==> config.mk <==
export PLATFORM = sky130hd
export DESIGN_NAME = phy_read_capture
export DESIGN_NICKNAME = d
export VERILOG_FILES = /design/src/rtl/phy_read_capture.sv
export SDC_FILE = /design/constraint.sdc
export NUM_CORES = 2
export LEC_CHECK = 0
export BUFFER_PORTS_ARGS = -buffer_cell sky130_fd_sc_hd__clkbuf_2
export CORE_UTILIZATION = 30
export CTS_CLUSTER_DIAMETER = 100
export DETAILED_ROUTE_END_ITERATION = 8
export HOLD_SLACK_MARGIN = 0.12
export SYNTH_ARGS = -nofsm -noshare
export SYNTH_HDL_FRONTEND = slang
export SYNTH_SLANG_ARGS = --single-unit
==> constraint.sdc <==
create_clock -name mclk -period 4.4 [get_ports mclk]
set_input_delay 0.44 -clock mclk [delete_from_list [all_inputs] [get_ports mclk]]
set_output_delay 0.44 -clock mclk [all_outputs]
set_load 0.02 [all_outputs]
==> src/rtl/phy_read_capture.sv <==
// Read-data capture for phy_top: after a programmed latency, pushes rd_len dout words into a
// first-word-fall-through FIFO and opens the DCI read window around the capture burst.
module phy_read_capture #(
  parameter int BUF_DEPTH_LOG2 = 5,
  parameter int LAT_WIDTH      = 6,
  parameter int LEN_WIDTH      = 7,
  parameter int DCI_PRE        = 2,
  parameter int DCI_POST       = 1
) (
  input  logic                      mclk,
  input  logic                      rst_n,
  input  logic                      rd_start,
  input  logic [LAT_WIDTH-1:0]      rd_lat,
  input  logic [LEN_WIDTH-1:0]      rd_len,
  input  logic [63:0]               dout,
  output logic                      busy,
  output logic                      done,
  output logic                      dci_disable_dq,
  output logic [63:0]               rdata,
  output logic                      rvalid,
  input  logic                      rready,
  output logic [BUF_DEPTH_LOG2:0]   level,
  output logic                      overflow
);

  localparam int DEPTH = 1 << BUF_DEPTH_LOG2;
  localparam int PW    = (DCI_POST > 0) ? $clog2(DCI_POST + 1) : 1;

  localparam logic [BUF_DEPTH_LOG2:0] DEPTH_L = (BUF_DEPTH_LOG2 + 1)'(DEPTH);
  localparam logic [LAT_WIDTH-1:0]    LAT_ONE = LAT_WIDTH'(1);
  localparam logic [LEN_WIDTH-1:0]    LEN_ONE = LEN_WIDTH'(1);
  localparam logic [PW-1:0]           PST_ONE = PW'(1);
  localparam logic [PW-1:0]           PST_INI = PW'(DCI_POST);

  typedef enum logic [1:0] {IDLE, WAIT_LAT, CAPTURE, POST} state_t;

  state_t                   state;
  logic [LAT_WIDTH-1:0]     lat_cnt;
  logic [LEN_WIDTH-1:0]     len_cnt;
  logic [PW-1:0]            post_cnt;
  logic [LAT_WIDTH-1:0]     eff_lat;

  logic [63:0]              mem [DEPTH];
  logic [BUF_DEPTH_LOG2-1:0] wptr;
  logic [BUF_DEPTH_LOG2-1:0] rptr;
  logic                     cap_vld;
  logic                     fifo_full;
  logic                     push;
  logic                     pop;

  // remaining = cycles until the first capture cycle, seen from the cycle being decided
  function automatic logic dci_open(input logic [LAT_WIDTH-1:0] remaining);
    return int'(remaining) <= DCI_PRE + 1;
  endfunction

  assign eff_lat   = (rd_lat == '0) ? LAT_ONE : rd_lat;
  assign cap_vld   = (state == CAPTURE);
  assign fifo_full = (level == DEPTH_L);
  assign push      = cap_vld && !fifo_full;
  assign rvalid    = (level != '0);
  assign pop       = rvalid && rready;
  assign rdata     = rvalid ? mem[rptr] : '0;

  always_ff @(posedge mclk) begin
    if (!rst_n) begin
      state          <= IDLE;
      busy           <= 1'b0;
      done           <= 1'b0;
      dci_disable_dq <= 1'b1;
      overflow       <= 1'b0;
      lat_cnt        <= '0;
      len_cnt        <= '0;
      post_cnt       <= '0;
    end else begin
      done <= 1'b0;
      case (state)
        IDLE: begin
          if (rd_start) begin
            overflow <= 1'b0;
            if (rd_len == '0) begin
              done <= 1'b1;
            end else begin
              busy    <= 1'b1;
              len_cnt <= rd_len;
              lat_cnt <= eff_lat - 1'b1;
              if (dci_open(eff_lat)) dci_disable_dq <= 1'b0;
              state   <= (eff_lat == LAT_ONE) ? CAPTURE : WAIT_LAT;
            end
          end
        end
        WAIT_LAT: begin
          if (dci_open(lat_cnt)) dci_disable_dq <= 1'b0;
          if (lat_cnt == LAT_ONE) state <= CAPTURE;
          else                    lat_cnt <= lat_cnt - 1'b1;
        end
        CAPTURE: begin
          if (fifo_full) overflow <= 1'b1;
          len_cnt <= len_cnt - 1'b1;
          if (len_cnt == LEN_ONE) begin
            if (DCI_POST == 0) begin
              state          <= IDLE;
              busy           <= 1'b0;
              done           <= 1'b1;
              dci_disable_dq <= 1'b1;
            end else begin
              state    <= POST;
              post_cnt <= PST_INI;
            end
          end
        end
        POST: begin
          if (post_cnt == PST_ONE) begin
            state          <= IDLE;
            busy           <= 1'b0;
            done           <= 1'b1;
            dci_disable_dq <= 1'b1;
          end else begin
            post_cnt <= post_cnt - 1'b1;
          end
        end
        default: state <= IDLE;
      endcase
    end
  end

  // FIFO bookkeeping; full check uses the level at the start of the cycle
  always_ff @(posedge mclk) begin
    if (!rst_n) begin
      wptr  <= '0;
      rptr  <= '0;
      level <= '0;
    end else begin
      if (push) wptr <= wptr + 1'b1;
      if (pop)  rptr <= rptr + 1'b1;
      if (push && !pop)      level <= level + 1'b1;
      else if (!push && pop) level <= level - 1'b1;
    end
  end

  always_ff @(posedge mclk) begin
    if (push) mem[wptr] <= dout;
  end

endmodule

==> metrics.md <==
| Metric | Value |
|---|---|
| Slowest stage delay, CP | `approximately 710 ps` |
| Cell Area, Synth | `around 0.080 mm²` |
| Most used cell, CP | `buf_4` |
| RD Place Congestion | `~0.73` |
| Row cnt | `roughly 190` |
| Hpwl dp | `109000 µm` |
| Starting Density | `between 30% and 40%` |
| NumNets Final | `~3.9k` |
| Leak | `28.0 nW` |
| Core Region | `around 0.26 mm²` |
| WL final | `208000 µm` |
| Util after Layout | `35.2%` |
| Sequential share of the synthesized area | `between 70% and 80%` |
| Layout Skew | `between 30 and 40 ps` |
| CP top delay family | `compound AO/OA/AOI/OAI gates` |
| Cell Pwr Density | `524 mW/mm²` |
| Area growth from synthesis to layout | `16.2%` |
| HP Class | `primary input to flip-flop` |
| DRC viols | `0` |
| Type of origin of the critical path | `flip-flop` |
| #FFs+latches synth | `2089` |
| Placed cell count | `7124` |
| Synth area leader | `edfxtp_1` |
| Initial antenna violation count | `25` |
| Die extent in y | `between 500 and 600 µm` |
| Buf/Inv on CP | `3` |
| CTS tree | `done` |
| Setup Buffers After CTS | `0` |
| Setup TNS | `0 ps` |
| Slowest-stage cell, CP | `o32ai_1` |
| Number of flops mapped to enable cells by yosys | `a little over 2k` |
| Max Cap Viol | `0` |
| Worst-path cell chain | `nor2b_1 > buf_4 > and3b_1 > buf_4 > a221oi_1 > o21ai_0 > o32ai_1 > clkbuf_2` |
| Clk slew on worst S/H paths | `60 ps` |
| Synth cell types | `69` |
| Crit. End Element | `output port` |
| GRT Overall Usage | `between 15 and 20%` |
| Final global-route overflow total | `0` |
| WHS Path Cells | `1` |
| Worst-path fanout max | `20` |
| Avg Vias per Cell | `5.19` |
| First-pass GRT wire length | `roughly 300000 µm` |
| Via count | `39.0k` |
| Detail Route Antenna Nets | `0` |
| Vias in the first global route | `39.2k` |
| Clk root buf | `clkbuf_16` |
| Unrepaired setup endpoints after global routing | `false` |
| CP required | `3960 ps` |
| Outcome | `completed` |
| Pre-antenna DRT Iters | `5` |
| Final instance area | `between 0.09 and 0.1 mm²` |
| FMAX | `around 240 MHz` |
| Multi-input combinational cell area | `about 0.017 mm²` |
| FFs w/ async S/R, synth | `0%` |
| Layout cells sized above 1 | `~28%` |
| Final Max Slew Viols | `0` |
| Htree depth | `4` |
| Placed inst area | `approximately 0.086 mm²` |
| Layout fillers | `~24k` |
| Die area | `between 0.2 and 0.3 mm²` |
| Top cells by area, synth | `edfxtp_1 (77%), mux4_2 (14%), a221oi_1 (1.1%)` |
| Syn Nets | `between 3k and 4k` |
| Relative slew slack | `~39%` |
| Final setup fails | `0` |
| Most common flop cell mapped by yosys | `edfxtp_1` |
| Syn avg cell area | `approximately 23 µm²` |
| Post-synthesis cell count | `~3.5k` |
| Drt first-iter violations | `between 4k and 5k` |
| Num ports | `about 160` |
| Reg2Reg Depth | `11` |
| Crit. path cell count | `8` |
| Final hold violation count | `0` |
| Slew @ Worst Pin | `around 900 ps` |
| Non-Filler Instances | `around 7.5k` |
| Clk Latency, worst-skew pair | `830 ps` |
| Max Buffers Root-to-Sink | `3` |
| Yosys warnings | `0` |
| Worst setup path class | `flip-flop to output port` |
| Die boundary width | `approximately 520 µm` |
| Sequential Area | `0.0623 mm²` |
| Final period utilization | `a little over nine tenths` |
| Yosys top cell area share | `77.1%` |
| CP arrival | `between 3000 and 4000 ps` |
| Num CTS Buffers | `approximately 200` |
| Worst ir drop on vdd | `about 430 µV` |
| Largest net degree at the start of global routing | `65` |
| Final min period | `4210 ps` |
| Wire length per cell | `between 20 and 30 µm` |
| CTS sink count | `around 2.1k` |
| Port Buf Inserts | `~160` |
-- power by group --
part           internal (mW)  total [mW]  switching, mW
clock                   9.56        17.1           7.51
sequential              22.2        22.4          0.220
combinational           4.00        9.10           5.11
total                   35.7        48.5           12.8
-- metrics by stage --
step                      power, mW  hold WS [ps]  worst slack, ps
after floorplan                29.0           439            -2.30
after global placement         32.0           455              796
after detailed placement       32.1           458              781
after CTS                      49.1           139             44.4
after global routing           50.3           219             37.7
final                          48.5           203              192
-- flip-flops by register name, summed over array words and instances (netlist names), named ones only --
| signal | flops |
|---|---|
| mem | 2048 |
| len_cnt | 7 |
| lat_cnt | 6 |
| level | 6 |
| rptr | 5 |
| wptr | 5 |
| state | 2 |
| busy | 1 |
| dci_disable_dq | 1 |
| done | 1 |
| overflow | 1 |
| post_cnt | 1 |
-- synth_stat cells, types with 18 or more instances --
| cell | count |
|---|---|
| clkbuf_1 | 88 |
| nand2_1 | 32 |
| o21ai_0 | 38 |
| a21oi_1 | 31 |
| dfxtp_1 | 41 |
| ha_1 | 21 |
| buf_6 | 18 |
| mux4_2 | 489 |
| edfxtp_1 | 2048 |
| o22ai_1 | 62 |
| mux2i_1 | 80 |
| inv_1 | 22 |
| buf_4 | 29 |
| buf_2 | 50 |
| nor2_1 | 64 |
| a22o_1 | 76 |
| a221oi_1 | 99 |
-- timing repair --
action | 4_1_cts | 5_1_grt
hold endpoints to repair | 24 | 0
hold buffers | 16 | 0
gates resized for setup | 1 | 0
endpoints found under the setup margin | 1 | 0
-- worst reg2reg max path: cells and delay by family (launching register included) --
kind	cells	cell delay, ps
adder cells (fa/ha/maj)	3	1110
AND/OR/NAND/NOR	2	580
XOR/XNOR	1	170
flip-flops	1	340
AO/OA/AOI/OAI	3	910
buffers and inverters	2	260
-- layer usage --
metal	share of wire, %	track usage [%]	vias up
li1	-	-	15800
met5	0.083	0	-
met2	48	24.5	1470
met4	1.9	3.34	26
met3	7.4	2.87	266
met1	43	21.4	21400
-- layout by cell type (no fill, tap or decap), types with 6 or more instances in the layout --
| cell type | n |
|---|---|
| a211oi_1 | 6 |
| a21oi_1 | 31 |
| a221oi_1 | 99 |
| a22o_1 | 76 |
| a22oi_1 | 7 |
| buf_12 | 59 |
| buf_4 | 87 |
| bufinv_16 | 17 |
| clkbuf_1 | 39 |
| clkbuf_16 | 204 |
| clkbuf_2 | 155 |
| clkinv_1 | 63 |
| clkinv_16 | 7 |
| clkinv_2 | 32 |
| dfxtp_1 | 37 |
| dlygate4sd3_1 | 16 |
| edfxtp_1 | 2048 |
| ha_1 | 21 |
| inv_1 | 22 |
| mux2_2 | 6 |
| mux2i_1 | 80 |
| mux4_2 | 489 |
| nand2_1 | 32 |
| nand2b_1 | 14 |
| nand3_1 | 6 |
| nor2_1 | 31 |
| nor2_4 | 33 |
| nor2b_1 | 12 |
| nor3_1 | 10 |
| o21ai_0 | 38 |
| o221ai_1 | 9 |
| o22a_1 | 9 |
| o22ai_1 | 62 |
| o32ai_1 | 16 |
| or3_1 | 6 |
| xnor2_1 | 7 |
| xor2_1 | 10 |
-- path summary, 6_finish.rpt --
| check | from | end | slack, ps |
|---|---|---|---|
| max | flip-flop | rdata[47] | 190 |
| min | dout[3] | mem[2][3]$_DFFE_PP_ | 200 |
| max reg2reg | state[0]$_SDFFE_PN0P_ | level[5]$_SDFFE_PN0P_ | 890 |
| min reg2reg | len_cnt[1]$_SDFFE_PN0P_ | len_cnt[1]$_SDFFE_PN0P_ | 470 |
-- cells by family (layout without fill, tap and decap cells) --
group	count (synthesis)	count (layout)	synth area share, %
flops	2089	2089	78.1
mux	575	575	14.9
xor+xnor	17	17	0.187
other cells	0	2	0
compound gates	394	394	3.79
fa+ha+maj	22	22	0.355
simple gates	186	186	1.18
buf+inv	225	717	1.45
-- cell type report --
cell class	instances	area share, %
Tap cell	3515	4.74
Inverter	24	0.0972
Clock buffer	244	5.68
Antenna cell	2	0.00540
Sequential cell	2089	67.2
Clock inverter	131	1.37
Timing Repair Buffer	318	3.00
Multi-Input combinational cell	1194	17.9
Note: power is estimated with default switching activity, not from simulation.
